[config.mk]
export PLATFORM = sky130hd
export DESIGN_NAME = branch_resolve_unit_flat
export DESIGN_NICKNAME = d
export VERILOG_FILES = /design/src/rtl/branch_resolve_unit_pkg.sv /design/src/rtl/branch_resolve_unit_if.sv /design/src/rtl/bru_cond_eval.sv /design/src/rtl/branch_resolve_unit.sv /design/src/flat_wrapper.sv
export SDC_FILE = /design/constraint.sdc
export NUM_CORES = 1
export LEC_CHECK = 0
export CORE_MARGIN = 8
export CORE_UTILIZATION = 41
export DETAILED_ROUTE_END_ITERATION = 16
export PLACE_DENSITY = 0.87
export SLEW_MARGIN = 20
export SYNTH_ARGS = -nofsm -noshare
export SYNTH_HDL_FRONTEND = slang
export SYNTH_SLANG_ARGS = --single-unit
[constraint.sdc]
create_clock -name clk -period 2.2 [get_ports clk]
set_clock_uncertainty 0.2 [all_clocks]
set_input_delay 0.55 -clock clk [delete_from_list [all_inputs] [get_ports clk]]
set_output_delay 0.55 -clock clk [all_outputs]
set_load 0.01 [all_outputs]
[src/rtl/branch_resolve_unit_pkg.sv]
// Shared types for the branch resolve unit: condition codes, flag bit positions and FSM states.
package bru_pkg;

  typedef enum logic [3:0] {
    EQ = 4'b0000,
    NE = 4'b0001,
    CS = 4'b0010,
    CC = 4'b0011,
    MI = 4'b0100,
    PL = 4'b0101,
    VS = 4'b0110,
    VC = 4'b0111,
    HI = 4'b1000,
    LS = 4'b1001,
    GE = 4'b1010,
    LT = 4'b1011,
    GT = 4'b1100,
    LE = 4'b1101,
    AL = 4'b1110,
    NV = 4'b1111
  } cond_e;

  localparam int unsigned FLAG_N = 3;
  localparam int unsigned FLAG_Z = 2;
  localparam int unsigned FLAG_C = 1;
  localparam int unsigned FLAG_V = 0;

  typedef enum logic [1:0] {
    IDLE     = 2'd0,
    REDIRECT = 2'd1,
    FLUSH    = 2'd2
  } state_e;

endpackage

[src/rtl/branch_resolve_unit_if.sv]
// Execute-side branch request and fetch-side redirect signals of the branch resolve unit.
interface branch_resolve_unit_if #(
  parameter int unsigned XLEN  = 32,
  parameter int unsigned IMM_W = 24
);
  logic             stall;
  logic             br_valid;
  logic             br_ready;
  logic             br_link;
  logic [3:0]       cond;
  logic             flags_we;
  logic [3:0]       alu_flags;
  logic [IMM_W-1:0] imm;
  logic [XLEN-1:0]  pcf;
  logic             pc_src;
  logic [XLEN-1:0]  pc_next;
  logic             flush;
  logic             link_we;
  logic [XLEN-1:0]  link_addr;

  modport slave (
    input  stall, br_valid, br_link, cond, flags_we, alu_flags, imm, pcf,
    output br_ready, pc_src, pc_next, flush, link_we, link_addr
  );

  modport master (
    output stall, br_valid, br_link, cond, flags_we, alu_flags, imm, pcf,
    input  br_ready, pc_src, pc_next, flush, link_we, link_addr
  );
endinterface

[src/rtl/bru_cond_eval.sv]
// Combinational branch condition evaluation from a condition code and {N,Z,C,V} flags.
module bru_cond_eval
  import bru_pkg::*;
(
  input  logic [3:0] cond,
  input  logic [3:0] flags,
  output logic       cond_true
);
  logic n, z, c, v;

  assign n = flags[FLAG_N];
  assign z = flags[FLAG_Z];
  assign c = flags[FLAG_C];
  assign v = flags[FLAG_V];

  always_comb begin
    cond_true = 1'b1;
    unique case (cond_e'(cond))
      EQ:      cond_true = z;
      NE:      cond_true = !z;
      CS:      cond_true = c;
      CC:      cond_true = !c;
      MI:      cond_true = n;
      PL:      cond_true = !n;
      VS:      cond_true = v;
      VC:      cond_true = !v;
      HI:      cond_true = c && !z;
      LS:      cond_true = !c || z;
      GE:      cond_true = (n == v);
      LT:      cond_true = (n != v);
      GT:      cond_true = !z && (n == v);
      LE:      cond_true = z || (n != v);
      AL, NV:  cond_true = 1'b1;
      default: cond_true = 1'b1;
    endcase
  end
endmodule

[src/rtl/branch_resolve_unit.sv]
// PC-redirect controller: flag register, branch condition, target, redirect/flush FSM.
// Optional link-register write is enabled by defining BRU_LINK_EN.
module branch_resolve_unit
  import bru_pkg::*;
#(
  parameter int unsigned XLEN         = 32,
  parameter int unsigned IMM_W        = 24,
  parameter int unsigned IMM_SHIFT    = 2,
  parameter int unsigned FLUSH_CYCLES = 2
) (
  input logic                   clk,
  input logic                   reset,
  branch_resolve_unit_if.slave  bus
);
  localparam int unsigned CntW = (FLUSH_CYCLES > 1) ? $clog2(FLUSH_CYCLES) : 1;

  state_e            state_q, state_d;
  logic [CntW-1:0]   cnt_q, cnt_d;
  logic [3:0]        flags_q;
  logic [XLEN-1:0]   pc_next_q, pc_next_d;
  logic [XLEN-1:0]   imm_sext, target;
  logic              br_ready, accept, taken, cond_true;

  bru_cond_eval u_cond_eval (
    .cond      (bus.cond),
    .flags     (flags_q),
    .cond_true (cond_true)
  );

  assign imm_sext = {{(XLEN-IMM_W){bus.imm[IMM_W-1]}}, bus.imm};
  assign target   = bus.pcf + (imm_sext << IMM_SHIFT);

  // Gated by reset so every output reads 0 while reset is held.
  assign br_ready = (state_q == IDLE) && !reset;
  assign accept   = bus.br_valid && br_ready && !bus.stall;
  assign taken    = accept && cond_true;

  always_comb begin
    state_d   = state_q;
    cnt_d     = cnt_q;
    pc_next_d = pc_next_q;
    unique case (state_q)
      IDLE: begin
        if (taken) begin
          state_d   = REDIRECT;
          pc_next_d = target;
        end else if (!bus.stall) begin
          pc_next_d = bus.pcf;
        end
      end
      REDIRECT: begin
        if (!bus.stall) begin
          if (FLUSH_CYCLES == 1) begin
            state_d = IDLE;
          end else begin
            state_d = FLUSH;
            cnt_d   = CntW'(FLUSH_CYCLES - 1);
          end
        end
      end
      FLUSH: begin
        // Flush drains regardless of stall; pc_next tracks pcf again.
        if (cnt_q == CntW'(1)) state_d = IDLE;
        else                   cnt_d   = cnt_q - CntW'(1);
        if (!bus.stall) pc_next_d = bus.pcf;
      end
      default: state_d = IDLE;
    endcase
  end

  always_ff @(posedge clk or posedge reset) begin
    if (reset) begin
      state_q   <= IDLE;
      cnt_q     <= '0;
      flags_q   <= '0;
      pc_next_q <= '0;
    end else begin
      state_q   <= state_d;
      cnt_q     <= cnt_d;
      pc_next_q <= pc_next_d;
      if (bus.flags_we && !bus.stall) flags_q <= bus.alu_flags;
    end
  end

  assign bus.br_ready = br_ready;
  assign bus.pc_src   = (state_q == REDIRECT);
  assign bus.flush    = (state_q != IDLE);
  assign bus.pc_next  = pc_next_q;

`ifdef BRU_LINK_EN
  logic            link_we_q;
  logic [XLEN-1:0] link_addr_q;

  // taken is only possible in IDLE, so the pulse lasts exactly the first REDIRECT cycle.
  always_ff @(posedge clk or posedge reset) begin
    if (reset) begin
      link_we_q   <= 1'b0;
      link_addr_q <= '0;
    end else begin
      link_we_q <= taken && bus.br_link;
      if (taken && bus.br_link) link_addr_q <= bus.pcf + XLEN'(4);
    end
  end

  assign bus.link_we   = link_we_q;
  assign bus.link_addr = link_addr_q;
`else
  logic unused_link;
  assign unused_link   = bus.br_link;
  assign bus.link_we   = 1'b0;
  assign bus.link_addr = '0;
`endif
endmodule
[src/flat_wrapper.sv]
// flat-port wrapper written by rule: the top's interface ports become plain ports
module branch_resolve_unit_flat import bru_pkg::*;
#(
  parameter int unsigned XLEN         = 32,
  parameter int unsigned IMM_W        = 24,
  parameter int unsigned IMM_SHIFT    = 2,
  parameter int unsigned FLUSH_CYCLES = 2
)
  (clk, reset, bus_stall, bus_br_valid, bus_br_link, bus_cond, bus_flags_we, bus_alu_flags, bus_imm, bus_pcf, bus_br_ready, bus_pc_src, bus_pc_next, bus_flush, bus_link_we, bus_link_addr);
  branch_resolve_unit_if #(.XLEN(XLEN), .IMM_W(IMM_W)) bus_i ();
  input logic clk;
  input logic reset;
  input wire logic [$bits(bus_i.stall)-1:0] bus_stall;
  input wire logic [$bits(bus_i.br_valid)-1:0] bus_br_valid;
  input wire logic [$bits(bus_i.br_link)-1:0] bus_br_link;
  input wire logic [$bits(bus_i.cond)-1:0] bus_cond;
  input wire logic [$bits(bus_i.flags_we)-1:0] bus_flags_we;
  input wire logic [$bits(bus_i.alu_flags)-1:0] bus_alu_flags;
  input wire logic [$bits(bus_i.imm)-1:0] bus_imm;
  input wire logic [$bits(bus_i.pcf)-1:0] bus_pcf;
  output wire logic [$bits(bus_i.br_ready)-1:0] bus_br_ready;
  output wire logic [$bits(bus_i.pc_src)-1:0] bus_pc_src;
  output wire logic [$bits(bus_i.pc_next)-1:0] bus_pc_next;
  output wire logic [$bits(bus_i.flush)-1:0] bus_flush;
  output wire logic [$bits(bus_i.link_we)-1:0] bus_link_we;
  output wire logic [$bits(bus_i.link_addr)-1:0] bus_link_addr;
  assign bus_i.stall = bus_stall;
  assign bus_i.br_valid = bus_br_valid;
  assign bus_i.br_link = bus_br_link;
  assign bus_i.cond = bus_cond;
  assign bus_i.flags_we = bus_flags_we;
  assign bus_i.alu_flags = bus_alu_flags;
  assign bus_i.imm = bus_imm;
  assign bus_i.pcf = bus_pcf;
  assign bus_br_ready = bus_i.br_ready;
  assign bus_pc_src = bus_i.pc_src;
  assign bus_pc_next = bus_i.pc_next;
  assign bus_flush = bus_i.flush;
  assign bus_link_we = bus_i.link_we;
  assign bus_link_addr = bus_i.link_addr;
  branch_resolve_unit #(.XLEN(XLEN), .IMM_W(IMM_W), .IMM_SHIFT(IMM_SHIFT), .FLUSH_CYCLES(FLUSH_CYCLES)) u_core (.clk(clk), .reset(reset), .bus(bus_i));
endmodule
==> metrics.md, run 1 <==
| Metric | Value |
|---|---|
| Status | `finished with violations` |
| Failing checks | `negative setup slack` |
| Master cell of the clock root buffer | `clkbuf_8` |
| Wire per inst | `24.24 microns` |
| Post-CTS Hold Buffers | `0` |
| Fmax | `~370 MHz` |
| Total number of vias | `4,718` |
| Clock period minus worst slack | `2.726 ns` |
| Vertical die dimension | `109.6 microns` |
| Clock slew seen by the registers of the worst setup and hold paths | `0.09 ns` |
| Number of antenna violations at the first check in global routing | `0` |
| Total DRC errors in the routed layout | `0` |
| Reported leakage power | `between 0.002 and 0.003 uW` |
| Number of cells on the worst hold path | `3` |
| Count of nets after finishing | `746` |
| Most frequent standard cell in the layout excluding fill and tap cells | `buf_4` |
| Maximum ir drop on the vdd rail | `between 0.0003 and 0.0004 V` |
| Cell Count, Final, Fillers Out | `755` |
| Total power per unit cell area | `556.0 mW/mm^2` |
| # Max-Cap Violations | `0` |
| HPWL Detailed | `10,050 microns` |
| Capture instance of the worst register-to-register path | `u_core.bus.pc_next[17]` |
| Total routing resource utilization after global routing | `27.29%` |
| Num Clock Sinks | `39` |
| Hold Vio Cnt, Final | `0` |
| Primary flip-flop cell chosen by synthesis mapping | `dfrtp_1` |
| TritonRoute pass-1 iters | `6` |
| Floorplan core area | `0.008593 sq mm` |
| Max-slew violation total from the final report | `0` |
| Combined area of the multi-input logic cells | `between 0.003 and 0.004 sq mm` |
| Origin of the critical flop-to-flop path | `u_core.flags_q[3]` |
| Hold worst-path end | `u_core.bus.pc_next[13]` |
| Yosys cell types | `60` |
| First-pass GRT wire length | `25,610 microns` |
| Synthesized area divided by synthesized cell count | `slightly below 9 sq um` |
| Via count of the first global-routing pass | `4,949` |
| Detailed Route WL | `18,300 microns` |
| Number of top-level pins | `~140` |
| Power Total | `3745 uW` |
| Initial core utilization | `41.77%` |
| Total die area | `0.01201 sq mm` |
| Slowest-stage cell, CP | `o211ai_1` |
| Number of enable-type register cells in the synthesized netlist | `0` |
| Largest stage delay, worst path | `0.44 ns` |
| Number of buffer cells added on primary ports | `between 100 and 150` |
| Flip-flop and latch count after synthesis | `39` |
| Detail Route Antenna Nets | `0` |
| Fill cell instance count of the final layout | `450` |
| Post-Synthesis Cell Area | `0.003590 sq mm` |
| Worst Setup Slack, final | `-0.5259 ns` |
| Critical Path End Type | `register` |
| Clock latency of the later-clocked register in the worst-skew pair | `0.32 ns` |
| Gpl congestion | `0.9361` |
| Area added between synthesis and finish | `87.66%` |
| Highest fanout seen on the critical path | `3` |
| Type of element launching the critical path | `input port` |
| Leading cell types in the layout, fill and taps excluded | `106 x buf_4, 47 x clkdlybuf4s50_1, 43 x buf_6, 38 x dfrtp_1, 33 x conb_1` |
| Share of post-route cells with drive strength above 1 | `about 49%` |
| Post-synthesis sequential area ratio | `27.19%` |
| Num rows | `34` |
| DRC violation total after the first TritonRoute iteration | `474` |
| Unrepaired setup endpoints after global routing | `yes` |
| Crit path DAT | `roughly 2.7 ns` |
| Inserted Clock Buffers | `5` |
| Number of instances in the placed design | `706` |
| Async S/R FF share, synth | `100.0%` |
| Start point of the worst hold path | `bus_pcf[13]` |
| Type of the worst min-delay path | `input port to register` |
| Sequence of cells on the critical path | `buf_8 -> ha_4 -> nand4_1 -> a211oi_2 -> a21oi_2 -> o211ai_1 -> buf_4 -> and3_4 -> nor3_2 -> a221o_1` |
| End-of-flow core utilization | `between 70% and 80%` |
| FF-to-FF path depth | `11` |
| Crit path required time | `2.20 ns` |
| Horiz. Die Dim | `109.6 microns` |
| Antenna diode count | `0` |
| Maximum clock path buffer count | `2` |
| Category of the most critical setup path | `input port to register` |
| Number of cells produced by synthesis | `415` |
| Largest net degree at the start of global routing | `29` |
| Detailed-route vias per instance | `6.249` |
| Flop-to-flop setup slack | `-0.29 ns` |
| H-tree depth | `2` |
| Ratio of final minimum period to clock period | `123.9%` |
| Total congestion overflow after global routing | `0` |
| Clock tree from TritonCTS | `built` |
| Footprint of the flip-flops and latches | `977.2 sq um` |
| Count of synthesis-stage warnings from yosys | `0` |
| Total setup violations reported at the end of the flow | `29` |
-- power by group --
part	internal, uW	switching (uW)
Combinational	1090	1030
Clock	368	316
Sequential	842	103
-- worst max path at each step --
| stage | startpoint | end | cells after the start | slack (ns) |
|---|---|---|---|---|
| detailed placement | bus_pcf[6] | u_core.bus.pc_next[31] | 10 | -1.08 |
| floorplan | bus_imm[4] | u_core.bus.pc_next[31] | 9 | -0.31 |
| global route | bus_pcf[16] | u_core.bus.pc_next[29] | 11 | -0.51 |
| CTS | bus_pcf[2] | u_core.bus.pc_next[12] | 12 | -0.31 |
| global placement | bus_pcf[6] | u_core.bus.pc_next[31] | 10 | -0.99 |
| finish | bus_pcf[16] | u_core.bus.pc_next[27] | 10 | -0.53 |
-- layout make-up --
cell class	count	share of cell area, %
clock buffer	6	1.226
timing repair buffer	241	33.28
sequential	39	14.51
tap	108	2.006
clock inverter	2	0.5201
inverter	11	0.6501
multi-input combinational	348	47.81
-- stage by stage --
stage	hold WS (ns)	TNS (ns)	setup WS, ns	cell area, sq um
2_1_floorplan	0.2233	-4.127	-0.3119	3925
3_3_place_gp	0.2271	-23.59	-0.9944	5439
3_5_place_dp	0.2646	-25.83	-1.081	5439
4_1_cts	0.2874	-5.263	-0.3106	6420
5_1_grt	0.2680	-10.02	-0.5090	6736
6_report	0.2720	-8.434	-0.5259	6736
-- layer usage --
metal	GRT usage [%]	part of all wire [%]	up-vias
li1	-	-	1927
met1	29.34	36	2282
met2	47.50	49	387
met3	6.565	9.4	122
met4	16.78	6.2	0
met5	0	0	-
-- what timing repair did --
| action | 4_1_cts | 5_1_grt |
|---|---|---|
| gates resized for setup | 296 | 77 |
| gates cloned | 4 | 0 |
| endpoints found under the setup margin | 34 | 31 |
| buffers inserted | 30 | 11 |
| pin swaps | 103 | 59 |
-- synth_stat cells, types with 3 or more instances --
cell / n / area (sq um)
buf_4: 36 / 270.3
mux2_2: 5 / 56.30
o21ai_0: 28 / 140.1
nand2b_1: 5 / 31.28
o21bai_1: 4 / 30.03
a221o_1: 6 / 60.06
a22oi_1: 16 / 120.1
inv_1: 11 / 41.29
a21oi_1: 38 / 190.2
a211oi_1: 7 / 52.55
buf_2: 5 / 25.02
xnor2_1: 17 / 148.9
o22ai_1: 5 / 31.28
o21ai_1: 3 / 15.01
xor2_1: 9 / 78.83
a21o_1: 11 / 82.58
nor2b_1: 5 / 31.28
ha_1: 29 / 362.9
o21a_1: 5 / 37.54
nor3_1: 5 / 25.02
o211ai_1: 6 / 45.04
nor2_1: 26 / 97.59
and3_1: 3 / 18.77
nand2_1: 37 / 138.9
a221oi_1: 3 / 26.28
dfrtp_1: 39 / 975.9
clkbuf_1: 3 / 11.26
nand4_1: 7 / 43.79
-- worst max-delay path, delay by kind of cell --
| family | cells | cell delay [ns] |
|---|---|---|
| adders and majority gates | 1 | 0.27 |
| and+or+nand+nor | 3 | 0.38 |
| AOI/OAI and AO/OA | 4 | 1.21 |
| buffers and inverters | 2 | 0.32 |
-- kinds of logic after synthesis --
group                      after synthesis  share of synthesized area (%)
other                                    1                         0.1045
buffers and inverters                   60                          11.68
adders and majority gates               30                          10.67
AOI/OAI and AO/OA                      154                          29.07
and+or+nand+nor                        100                          13.38
DFF                                     39                          27.19
xor gates and xnor gates                26                          6.344
muxes                                    5                          1.568
-- flip-flops by register name, indices dropped and copies added, names as in the netlist --
| signal | cells |
|---|---|
| u_core.bus.pc_next | 32 |
| u_core.cnt_q | 1 |
| u_core.flags_q | 4 |
| u_core.state_q | 2 |
Note: power is estimated with default switching activity, not from simulation.
==> run 2: changes to the inputs <==
--- a/config.mk
+++ b/config.mk
@@ -9,7 +9,7 @@
 export CORE_UTILIZATION = 41
 export DETAILED_ROUTE_END_ITERATION = 16
 export PLACE_DENSITY = 0.87
-export SLEW_MARGIN = 20
+export SKIP_LAST_GASP = 1
 export SYNTH_ARGS = -nofsm -noshare
 export SYNTH_HDL_FRONTEND = slang
 export SYNTH_SLANG_ARGS = --single-unit
==> run 2 against run 1 <==
  * The flow still finishes with violations (negative setup slack)
  * Setup slack got worse by 0.22 ns
  * Maximum frequency decreased by 7.3%
  * Power increased by 0.14%
  * Global-route usage increased by 1.3 points
  * Critical path type unchanged
  * Critical endpoint is now u_core.bus.pc_next[10]
==> metrics.md, run 2 (synthesis results as in run 1) <==
| Metric | Value |
|---|---|
| Status | `finished with violations` |
| Failing checks | `negative setup slack` |
| Highest fanout seen on the critical path | `2` |
| Total DRC errors in the routed layout | `0` |
| Number of flip-flops in the largest register | `32` |
| Type of the worst min-delay path | `input port to register` |
| First-pass GRT wire length | `between 20,000 and 30,000 microns` |
| HPWL Detailed | `between 10,000 and 15,000 microns` |
| Ratio of final minimum period to clock period | `133.7%` |
| Category of the most critical setup path | `input port to register` |
| Floorplan core area | `0.008593 sq mm` |
| Number of top-level pins | `138` |
| Share of post-route cells with drive strength above 1 | `48.06%` |
| Number of buffer cells added on primary ports | `103` |
| Fill cell instance count of the final layout | `475` |
| Type of element launching the critical path | `input port` |
| H-tree depth | `2` |
| Total routing resource utilization after global routing | `28.60%` |
| Total congestion overflow after global routing | `0` |
| Leading cell types in the layout, fill and taps excluded | `107 x buf_4, 48 x clkdlybuf4s50_1, 38 x dfrtp_1, 33 x conb_1` |
| Vertical die dimension | `109.6 microns` |
| Total number of vias | `4,808` |
| Detail Route Antenna Nets | `0` |
| Footprint of the flip-flops and latches | `approximately 980 sq um` |
| DRC violation total after the first TritonRoute iteration | `431` |
| End-of-flow core utilization | `77.01%` |
| Crit path required time | `2.18 ns` |
| Critical Path End Type | `register` |
| # Max-Cap Violations | `0` |
| Unrepaired setup endpoints after global routing | `yes` |
| Master cell of the clock root buffer | `clkbuf_8` |
| Horiz. Die Dim | `109.6 microns` |
| Num rows | `34` |
| Wire per inst | `25.74 microns` |
| Post-layout instance area | `approximately 0.0066 sq mm` |
| TritonRoute pass-1 iters | `6` |
| Area added between synthesis and finish | `84.35%` |
| Most frequent standard cell in the layout excluding fill and tap cells | `buf_4` |
| Detailed-route vias per instance | `6.385` |
| Clock latency of the later-clocked register in the worst-skew pair | `0.32 ns` |
| Total die area | `0.01201 sq mm` |
| Max-slew violation total from the final report | `0` |
| Hold Vio Cnt, Final | `0` |
| Crit path DAT | `2.92 ns` |
| Clock period minus worst slack | `2.941 ns` |
| Largest net degree at the start of global routing | `29` |
| Total setup violations reported at the end of the flow | `31` |
| Post-CTS Hold Buffers | `0` |
| Placed standard-cell area | `0.005439 sq mm` |
| Initial core utilization | `41.77%` |
| Worst Setup Slack, final | `-0.7410 ns` |
| Combined area of the multi-input logic cells | `0.003212 sq mm` |
| Fmax | `340.0 MHz` |
| Detailed Route WL | `19,380 microns` |
| WHS | `0.2795 ns` |
| Via count of the first global-routing pass | `5,020` |
| Maximum clock path buffer count | `2` |
| Clock tree from TritonCTS | `built` |
| Clock slew seen by the registers of the worst setup and hold paths | `0.10 ns` |
| Count of nets after finishing | `about 740` |
| Num Clock Sinks | `39` |
| Gpl congestion | `between 0.9 and 1` |
| Reported leakage power | `0.002939 uW` |
| Maximum ir drop on the vdd rail | `between 0.0003 and 0.0004 V` |
| Total power per unit cell area | `between 500 and 600 mW/mm^2` |
| Sum Neg Setup Slack | `-10.66 ns` |
| Inserted Clock Buffers | `5` |
| Number of antenna violations at the first check in global routing | `0` |
## run 2: changes by cell type in the layout (fill, tap and decap cells not counted), sizes merged
| cell | before | now |
|---|---|---|
| clkdlybuf4s50 | 47 | 48 |
| clkdlybuf4s15 | 5 | 3 |
| clkbuf | 11 | 7 |
| diode | 0 | 2 |
| buf | 169 | 165 |
| dlygate4sd2 | 14 | 19 |
## run 2: final cells by class
type	instances	area share, %
tap	108	2.042
antenna	2	0.07563
timing repair buffer	237	32.18
inverter	11	0.6239
sequential	39	14.77
clock inverter	2	0.5294
multi-input combinational	348	48.53
clock buffer	6	1.248
## run 2: final timing paths
| path | start | endpoint | slack [ns] | cells past startpoint |
|---|---|---|---|---|
| setup / recovery | bus_pcf[2] | u_core.bus.pc_next[10] | -0.74 | 13 |
| hold / removal | bus_pcf[14] | u_core.bus.pc_next[14] | 0.28 | 3 |
| setup reg to reg | u_core.flags_q[2] | u_core.bus.pc_next[10] | -0.52 | 11 |
| hold reg to reg | u_core.cnt_q | u_core.state_q[1] | 0.32 | 1 |
| max in group asynchronous | reset | u_core.bus.pc_next[29] | 0.99 | 4 |
| min in group asynchronous | reset | u_core.bus.pc_next[1] | 0.43 | 4 |
## run 2: per-layer routing
metal / share of wire [%] / wire (microns) / GRT usage (%)
met1: 34 / 6496 / 29.63
met2: 48 / 9276 / 49.70
met3: 9.9 / 1913 / 6.975
met4: 8.7 / 1696 / 20.64
met5: 0 / 0 / 0
## run 2: through the flow
step,worst slack [ns],power [uW],cells
finish,-0.7410,3751,753
floorplan,-0.3119,1753,447
detailed placement,-1.081,2477,706
global route,-0.7591,3867,751
global placement,-0.9944,2422,706
CTS,-0.3106,3427,746
## run 2: power breakdown
part / leakage [uW] / switching [uW] / internal, uW
logic: 0.00241 / 1050 / 1060
registers: 0.000466 / 111 / 842
clock network: 0.0000612 / 316 / 368
## run 2: timing repair
action,CTS,global route
buffers inserted,30,7
endpoints found under the setup margin,34,31
pin swaps,103,46
gates resized for setup,291,49
gates cloned,4,0
## run 2: worst max-delay path, stage by stage
cell     delay [ns]
buf_8          0.10
ha_4           0.17
fa_2           0.41
a21oi_4        0.18
o21ai_4        0.11
buf_4          0.15
a21o_1         0.16
a21oi_2        0.17
buf_4          0.15
xnor2_2        0.12
nor2_2         0.07
a31oi_1        0.39
o21ai_1        0.19
